File: src/rtl/uart_pkg.sv
// Shared UART definitions: parity selection, receiver FSM states and
// default frame geometry. Imported by the receiver, the baud tick generator
// and, later, the transmitter.
package uart_pkg;

  localparam int DEF_WIDTH = 8;   // data bits per frame
  localparam int DEF_OSR   = 16;  // oversample ticks per bit

  typedef enum logic [1:0] {
    PAR_NONE = 2'b00,
    PAR_EVEN = 2'b01,
    PAR_ODD  = 2'b10
  } parity_e;

  typedef enum logic [2:0] {
    IDLE     = 3'd0,
    START    = 3'd1,
    DATA     = 3'd2,
    PARITY   = 3'd3,
    STOP1    = 3'd4,
    STOP2    = 3'd5,
    BRK_WAIT = 3'd6
  } rx_state_e;

  // The spare code 2'b11 behaves as "no parity".
  function automatic parity_e decode_parity(input logic [1:0] mode);
    case (mode)
      2'b01:   return PAR_EVEN;
      2'b10:   return PAR_ODD;
      default: return PAR_NONE;
    endcase
  endfunction

endpackage

File: src/rtl/uart_baud_tick.sv
// Oversample tick generator.
//   clk, rstn : clock, asynchronous active-low reset
//   clr       : synchronous clear of the divider (re-phases the tick)
//   baud_div  : tick period minus one, in clk cycles
//   tick      : high for the cycle in which div_cnt == baud_div
module uart_baud_tick #(
  parameter int DIV_W = 16
) (
  input  logic             clk,
  input  logic             rstn,
  input  logic             clr,
  input  logic [DIV_W-1:0] baud_div,
  output logic             tick
);

  logic [DIV_W-1:0] div_cnt;

  // A clear cycle never ticks, so the first tick after a clear is always a
  // full period (baud_div + 1 cycles) later.
  assign tick = (div_cnt == baud_div) && !clr;

  always_ff @(posedge clk or negedge rstn) begin
    if (!rstn) begin
      div_cnt <= '0;
    end else if (clr || (div_cnt == baud_div)) begin
      div_cnt <= '0;
    end else begin
      div_cnt <= div_cnt + 1'b1;
    end
  end

endmodule

File: src/rtl/uart_rx_os.sv
// Oversampling UART receiver feeding the RX FIFO write port.
//   clk, rstn   : clock, asynchronous active-low reset
//   rx_data     : asynchronous serial line, idle high
//   baud_div    : oversample tick period minus one (clk cycles)
//   parity_mode : 00 none, 01 even, 10 odd, 11 none (latched at start)
//   stop2       : check a second stop bit (latched at start)
//   d_out       : received data, valid while fifo_we_en is high
//   fifo_we_en  : one-cycle write strobe; the FIFO has no back-pressure, so
//                 every strobe is a completed frame that must be accepted.
//                 d_out, parity_err and frame_err are valid only with it.
//   parity_err  : parity mismatch for the strobed frame
//   frame_err   : a stop bit sampled 0 for the strobed frame
//   break_det   : one-cycle pulse per line break (no strobe for it)
//   busy        : FSM is not IDLE
//   dbg_state   : current FSM state, for observation only
module uart_rx_os
  import uart_pkg::*;
#(
  parameter int WIDTH = DEF_WIDTH,
  parameter int OSR   = DEF_OSR,
  parameter int DIV_W = 16
) (
  input  logic             clk,
  input  logic             rstn,
  input  logic             rx_data,
  input  logic [DIV_W-1:0] baud_div,
  input  logic [1:0]       parity_mode,
  input  logic             stop2,
  output logic [WIDTH-1:0] d_out,
  output logic             fifo_we_en,
  output logic             parity_err,
  output logic             frame_err,
  output logic             break_det,
  output logic             busy,
  output logic [2:0]       dbg_state
);

  localparam int OS_W = $clog2(OSR);
  localparam logic [OS_W-1:0] OS_V0   = OS_W'(OSR/2 - 1);
  localparam logic [OS_W-1:0] OS_V1   = OS_W'(OSR/2);
  localparam logic [OS_W-1:0] OS_V2   = OS_W'(OSR/2 + 1);
  localparam logic [OS_W-1:0] OS_LAST = OS_W'(OSR - 1);
  localparam logic [3:0]      BC_LAST = 4'(WIDTH - 1);

  rx_state_e        state_q, state_d;
  logic             rx_s1, rxs;
  logic             tick, start_det, vote_tick, vote, finish;
  logic             first_stop, is_break, par_bad, frame_bad;
  logic [OS_W-1:0]  os_cnt;
  logic [3:0]       bit_cnt;
  logic             v0, v1;
  logic [WIDTH-1:0] shreg;
  parity_e          par_q;
  logic             stop2_q, pbit_q, stop1_q;
  logic             perr_q, ferr_q;

  // Two-flop synchroniser, reset to the idle (high) line level.
  always_ff @(posedge clk or negedge rstn) begin
    if (!rstn) begin
      rx_s1 <= 1'b1;
      rxs   <= 1'b1;
    end else begin
      rx_s1 <= rx_data;
      rxs   <= rx_s1;
    end
  end

  assign start_det = (state_q == IDLE) && !rxs;

  uart_baud_tick #(.DIV_W(DIV_W)) u_tick (
    .clk      (clk),
    .rstn     (rstn),
    .clr      (start_det),
    .baud_div (baud_div),
    .tick     (tick)
  );

  // Decision tick: the third of the three centre samples.
  assign vote_tick = tick && (os_cnt == OS_V2) &&
                     (state_q != IDLE) && (state_q != BRK_WAIT);
  assign vote      = (v0 & v1) | (v0 & rxs) | (v1 & rxs);

  // The first stop bit is the live vote in STOP1, the stored one in STOP2.
  assign first_stop = (state_q == STOP1) ? vote : stop1_q;
  assign is_break   = (shreg == '0) && ((par_q == PAR_NONE) || !pbit_q) &&
                      !first_stop;
  assign frame_bad  = !first_stop || ((state_q == STOP2) && !vote);
  assign par_bad    = ((par_q == PAR_EVEN) && ((^shreg) ^ pbit_q)) ||
                      ((par_q == PAR_ODD)  && !((^shreg) ^ pbit_q));

  always_ff @(posedge clk or negedge rstn) begin
    if (!rstn) state_q <= IDLE;
    else       state_q <= state_d;
  end

  always_comb begin
    state_d = state_q;
    finish  = 1'b0;
    case (state_q)
      IDLE:     if (!rxs) state_d = START;
      START:    if (vote_tick) state_d = vote ? IDLE : DATA;
      DATA:     if (vote_tick && (bit_cnt == BC_LAST))
                  state_d = (par_q != PAR_NONE) ? PARITY : STOP1;
      PARITY:   if (vote_tick) state_d = STOP1;
      STOP1:    if (vote_tick) begin
                  if (stop2_q) state_d = STOP2;
                  else         finish  = 1'b1;
                end
      STOP2:    if (vote_tick) finish = 1'b1;
      BRK_WAIT: if (rxs) state_d = IDLE;
      default:  state_d = IDLE;
    endcase
    if (finish) state_d = is_break ? BRK_WAIT : IDLE;
  end

  always_ff @(posedge clk or negedge rstn) begin
    if (!rstn) begin
      os_cnt     <= '0;
      bit_cnt    <= '0;
      v0         <= 1'b1;
      v1         <= 1'b1;
      shreg      <= '0;
      par_q      <= PAR_NONE;
      stop2_q    <= 1'b0;
      pbit_q     <= 1'b0;
      stop1_q    <= 1'b0;
      d_out      <= '0;
      fifo_we_en <= 1'b0;
      perr_q     <= 1'b0;
      ferr_q     <= 1'b0;
      break_det  <= 1'b0;
    end else begin
      fifo_we_en <= 1'b0;
      break_det  <= 1'b0;
      if (start_det) begin
        os_cnt  <= '0;
        bit_cnt <= '0;
        par_q   <= decode_parity(parity_mode);
        stop2_q <= stop2;
      end else if (tick && (state_q != IDLE) && (state_q != BRK_WAIT)) begin
        os_cnt <= (os_cnt == OS_LAST) ? '0 : os_cnt + 1'b1;
        if (os_cnt == OS_V0) v0 <= rxs;
        if (os_cnt == OS_V1) v1 <= rxs;
        if (vote_tick) begin
          case (state_q)
            DATA: begin
              shreg   <= {vote, shreg[WIDTH-1:1]};
              bit_cnt <= bit_cnt + 1'b1;
            end
            PARITY:  pbit_q  <= vote;
            STOP1:   stop1_q <= vote;
            default: ;
          endcase
        end
      end
      if (finish) begin
        if (is_break) begin
          break_det <= 1'b1;
        end else begin
          fifo_we_en <= 1'b1;
          d_out      <= shreg;
          perr_q     <= par_bad;
          ferr_q     <= frame_bad;
        end
      end
    end
  end

  // Error flags only mean something alongside the strobe.
  assign parity_err = perr_q & fifo_we_en;
  assign frame_err  = ferr_q & fifo_we_en;
  assign busy       = (state_q != IDLE);
  assign dbg_state  = state_q;

endmodule
File: config.mk
export PLATFORM = sky130hd
export DESIGN_NAME = uart_rx_os
export DESIGN_NICKNAME = d
export VERILOG_FILES = /design/src/rtl/uart_pkg.sv /design/src/rtl/uart_baud_tick.sv /design/src/rtl/uart_rx_os.sv
export SDC_FILE = /design/constraint.sdc
export NUM_CORES = 1
export LEC_CHECK = 0
export ABC_CLOCK_PERIOD_IN_PS = 2000
export CELL_PAD_IN_SITES_DETAIL_PLACEMENT = 1
export CELL_PAD_IN_SITES_GLOBAL_PLACEMENT = 1
export CORE_UTILIZATION = 39
export DETAILED_ROUTE_END_ITERATION = 10
export PLACE_DENSITY_LB_ADDON = 0.2
export SYNTH_ARGS = -nofsm -noshare
export SYNTH_HDL_FRONTEND = slang
export SYNTH_SLANG_ARGS = --single-unit
File: constraint.sdc
create_clock -name clk -period 2 [get_ports clk]
set_clock_uncertainty 0.1 [all_clocks]
set_input_delay 0.2 -clock clk [delete_from_list [all_inputs] [get_ports clk]]
set_output_delay 0.2 -clock clk [all_outputs]
set_load 0.02 [all_outputs]
==> metrics.yaml <==
grt_overflow_total: 0
ir_worst_vdd_mv: 0.309
num_rows: 31
fin_area_sq_um: 4150
viasPerCell: 5.09
cts.reportedPaths.clkPinSlew_ns: 0.11
cap_violations: 0
hold_class: "in -> reg"
crit_required_ns: 2.16
rrSetupSlack_ns: -0.19
leakagePower_nw: 1.95
final_cells: 470
ys_types: 47
place_hpwl_um: 5200
cts_buffers: 5
port-buffer-count: 37
syn_inst: 285
holdWs_ns: 0.178
die_height_um: 88.7
timing.final.ws_setup_ns: -0.195
power.density_nw_per_um2: 550
clkSinkCount: 56
critPathCaptureType: "flip-flop"
status: "finished, violations left"
yosysTopAreaCell: "dfrtp_1"
regToRegEndpoint: "os_cnt[3]"
max_stage_delay_ns: 0.45
r2r_start: "u_tick.div_cnt[2]"
worstPathCellList: "xnor2_2 -> nand4_1 -> nor4_4 -> o31a_1 -> buf_6 -> mux2i_1 -> a22o_1"
synth_edf_count: 0
hold_depth: 1
synth_common_cells: "52 x dfrtp_1, 29 x nand2_1, 28 x nor2_1, 27 x xnor2_1, 15 x inv_1"
violations: "negative setup slack"
finalCritPeriodShare_pct: 110
ios: 38
synthTopCellsByArea: "dfrtp_1 44%, xnor2_1 8.1%, mux2_2 5.0%"
fillers: 806
finalMaxSlewViolations: 0
core_area_sq_um: 7250
synth_most_common_cell: "dfrtp_1"
grt_usage_pct: 20.7
dp_cells: 454
totalWireLength_um: 7560
post-route-min-period_ns: 2.19
worst-setup-path-type: "reg -> reg"
crit_start: "u_tick.div_cnt[2]"
first_global_vias: 2529
synth_fp_nets: 316
cpMaxStageDelayCell: "dfrtp_1"
final_core_util_pct: 57.3
endpoint: "os_cnt[3]"
cts-htree-levels: 2
critPathMaxFanout: 4
rsz0062_at_grt: "yes"
worst_slew_pin_slew_ns: 0.584
grt_max_degree: 34
antenna_found_initial: 0
cts_root_buf: "clkbuf_8"
cts_tree: "yes"
clock.fmax_mhz: 456
wl_per_cell_um: 16.1
syn2layout_area_growth_pct: 41.6
antennaDiodeCount: 0
die_w_um: 88.7
synth.cell_area_sq_um: 2930
cts.path.max_buffers: 2
drc_errors: 0
max_slew_margin_pct: 61.0
avgSynthCellArea_sq_um: 10.3
vias: 2390
r2r_cells: 7
ys_seq_elements: 56
drive_gt1_share_pct: 32.6
synth-main-ff-cell: "dfrtp_1"
drtIter0Drc: 77
placed_area_sq_um: 3750
ant_nets: 0
cp.arrival_ns: 2.35
synthArstFlopShare_pct: 100
initial_utilization_pct: 40.4
ys_warn_count: 0
setup_viol: 30
die-area_sq_um: 7870
nets: 401
gp_congestion: 0.772
final-hold-violation-count: 0
synth_top_area_share_pct: 44.4
synth_seq_area_share_pct: 48.0
place_ws_ns: -0.459
grt_pass1_wl_um: 12200
clk_latency_ns: 0.32
dr.pass1.iters: 4
critPathLaunchType: "flip-flop"
## cells in the final DEF (no fill, tap or decap), types with 6 or more instances in the layout
master,synthesis,final
dfrtp_1,52,49
buf_4,0,37
clkdlybuf4s50_1,0,35
xnor2_1,27,25
nor2_1,28,25
nand2_1,29,20
inv_1,15,14
mux2_2,13,11
ha_1,9,9
nand4_1,8,8
and3_1,7,7
xor2_1,7,7
buf_6,1,7
nand2_2,0,6
mux2i_1,6,6
## cell families after synthesis
family / share of synthesized area, %
buffers and inverters: 3.37
muxes: 7.81
AOI/OAI and AO/OA: 6.06
and+or+nand+nor: 19.9
DFF: 48.0
xor gates and xnor gates: 10.7
adders and majority gates: 4.18
## sequential cells by signal, summed over array words and instances (netlist names), 2 cells and up
| signal | cells |
|---|---|
| os_cnt | 4 |
| shreg | 8 |
| d_out | 8 |
| dbg_state | 3 |
| par_q | 2 |
| bit_cnt | 4 |
| u_tick.div_cnt | 16 |
## how the worst min path moves through the flow
stage,end,start,slack [ns]
finish,rx_s1,rx_data,0.18
global placement,d_out[3],rstn,0.13
global route,rx_s1,rx_data,0.18
CTS,rx_s1,rx_data,0.18
detailed placement,d_out[3],rstn,0.13
floorplan,bit_cnt[0],rstn,-0.20
## layer usage
layer | global-route usage, % | vias to the layer above | part of all wire [%]
li1 | - | 1142 | -
met5 | 0 | - | 0
met1 | 23.5 | 1183 | 42
met3 | 4.01 | 16 | 3.2
met4 | 6.89 | 0 | 2.6
met2 | 38.7 | 49 | 53
## power breakdown
group	internal (W)	switching (W)	total, W
Combinational	0.000157	0.000129	0.000286
Sequential	0.00118	0.0000394	0.00121
Clock	0.000378	0.000406	0.000784
Total	0.00171	0.000574	0.00228
## critical path, delay by kind of cell, from the launching register on
kind | cells | cell delay, ns
compound gates | 2 | 0.50
xor+xnor | 1 | 0.15
flops | 1 | 0.45
buf+inv | 1 | 0.14
mux | 1 | 0.22
simple gates | 2 | 0.56
## through the flow
| stage | setup TNS (ns) | power (W) |
|---|---|---|
| 2_1_floorplan | -0.792 | 0.00135 |
| 3_3_place_gp | -13.55 | 0.00150 |
| 3_5_place_dp | -14.32 | 0.00152 |
| 4_1_cts | -2.60 | 0.00230 |
| 5_1_grt | -6.56 | 0.00238 |
| 6_report | -2.52 | 0.00228 |
## area by class of cell
class                      instances  area (sq um)  area share (%)
multi-input combinational        206          1640            39.5
sequential                        56          1410            34.0
timing repair buffer              86           806            19.4
tap                               99           124            2.98
clock buffer                       5          68.8            1.66
inverter                          15          56.3            1.36
clock inverter                     3          47.5            1.14
## what timing repair did
| item | 4_1_cts | 5_1_grt |
|---|---|---|
| pin swaps | 3 | 10 |
| resized for setup | 35 | 27 |
| endpoints found under the hold margin | 23 | 0 |
| gates cloned | 1 | 1 |
| setup buffers | 4 | 1 |
| hold buffers | 1 | 0 |
| endpoints found under the setup margin | 34 | 37 |
(Power assumes the default switching activity.)
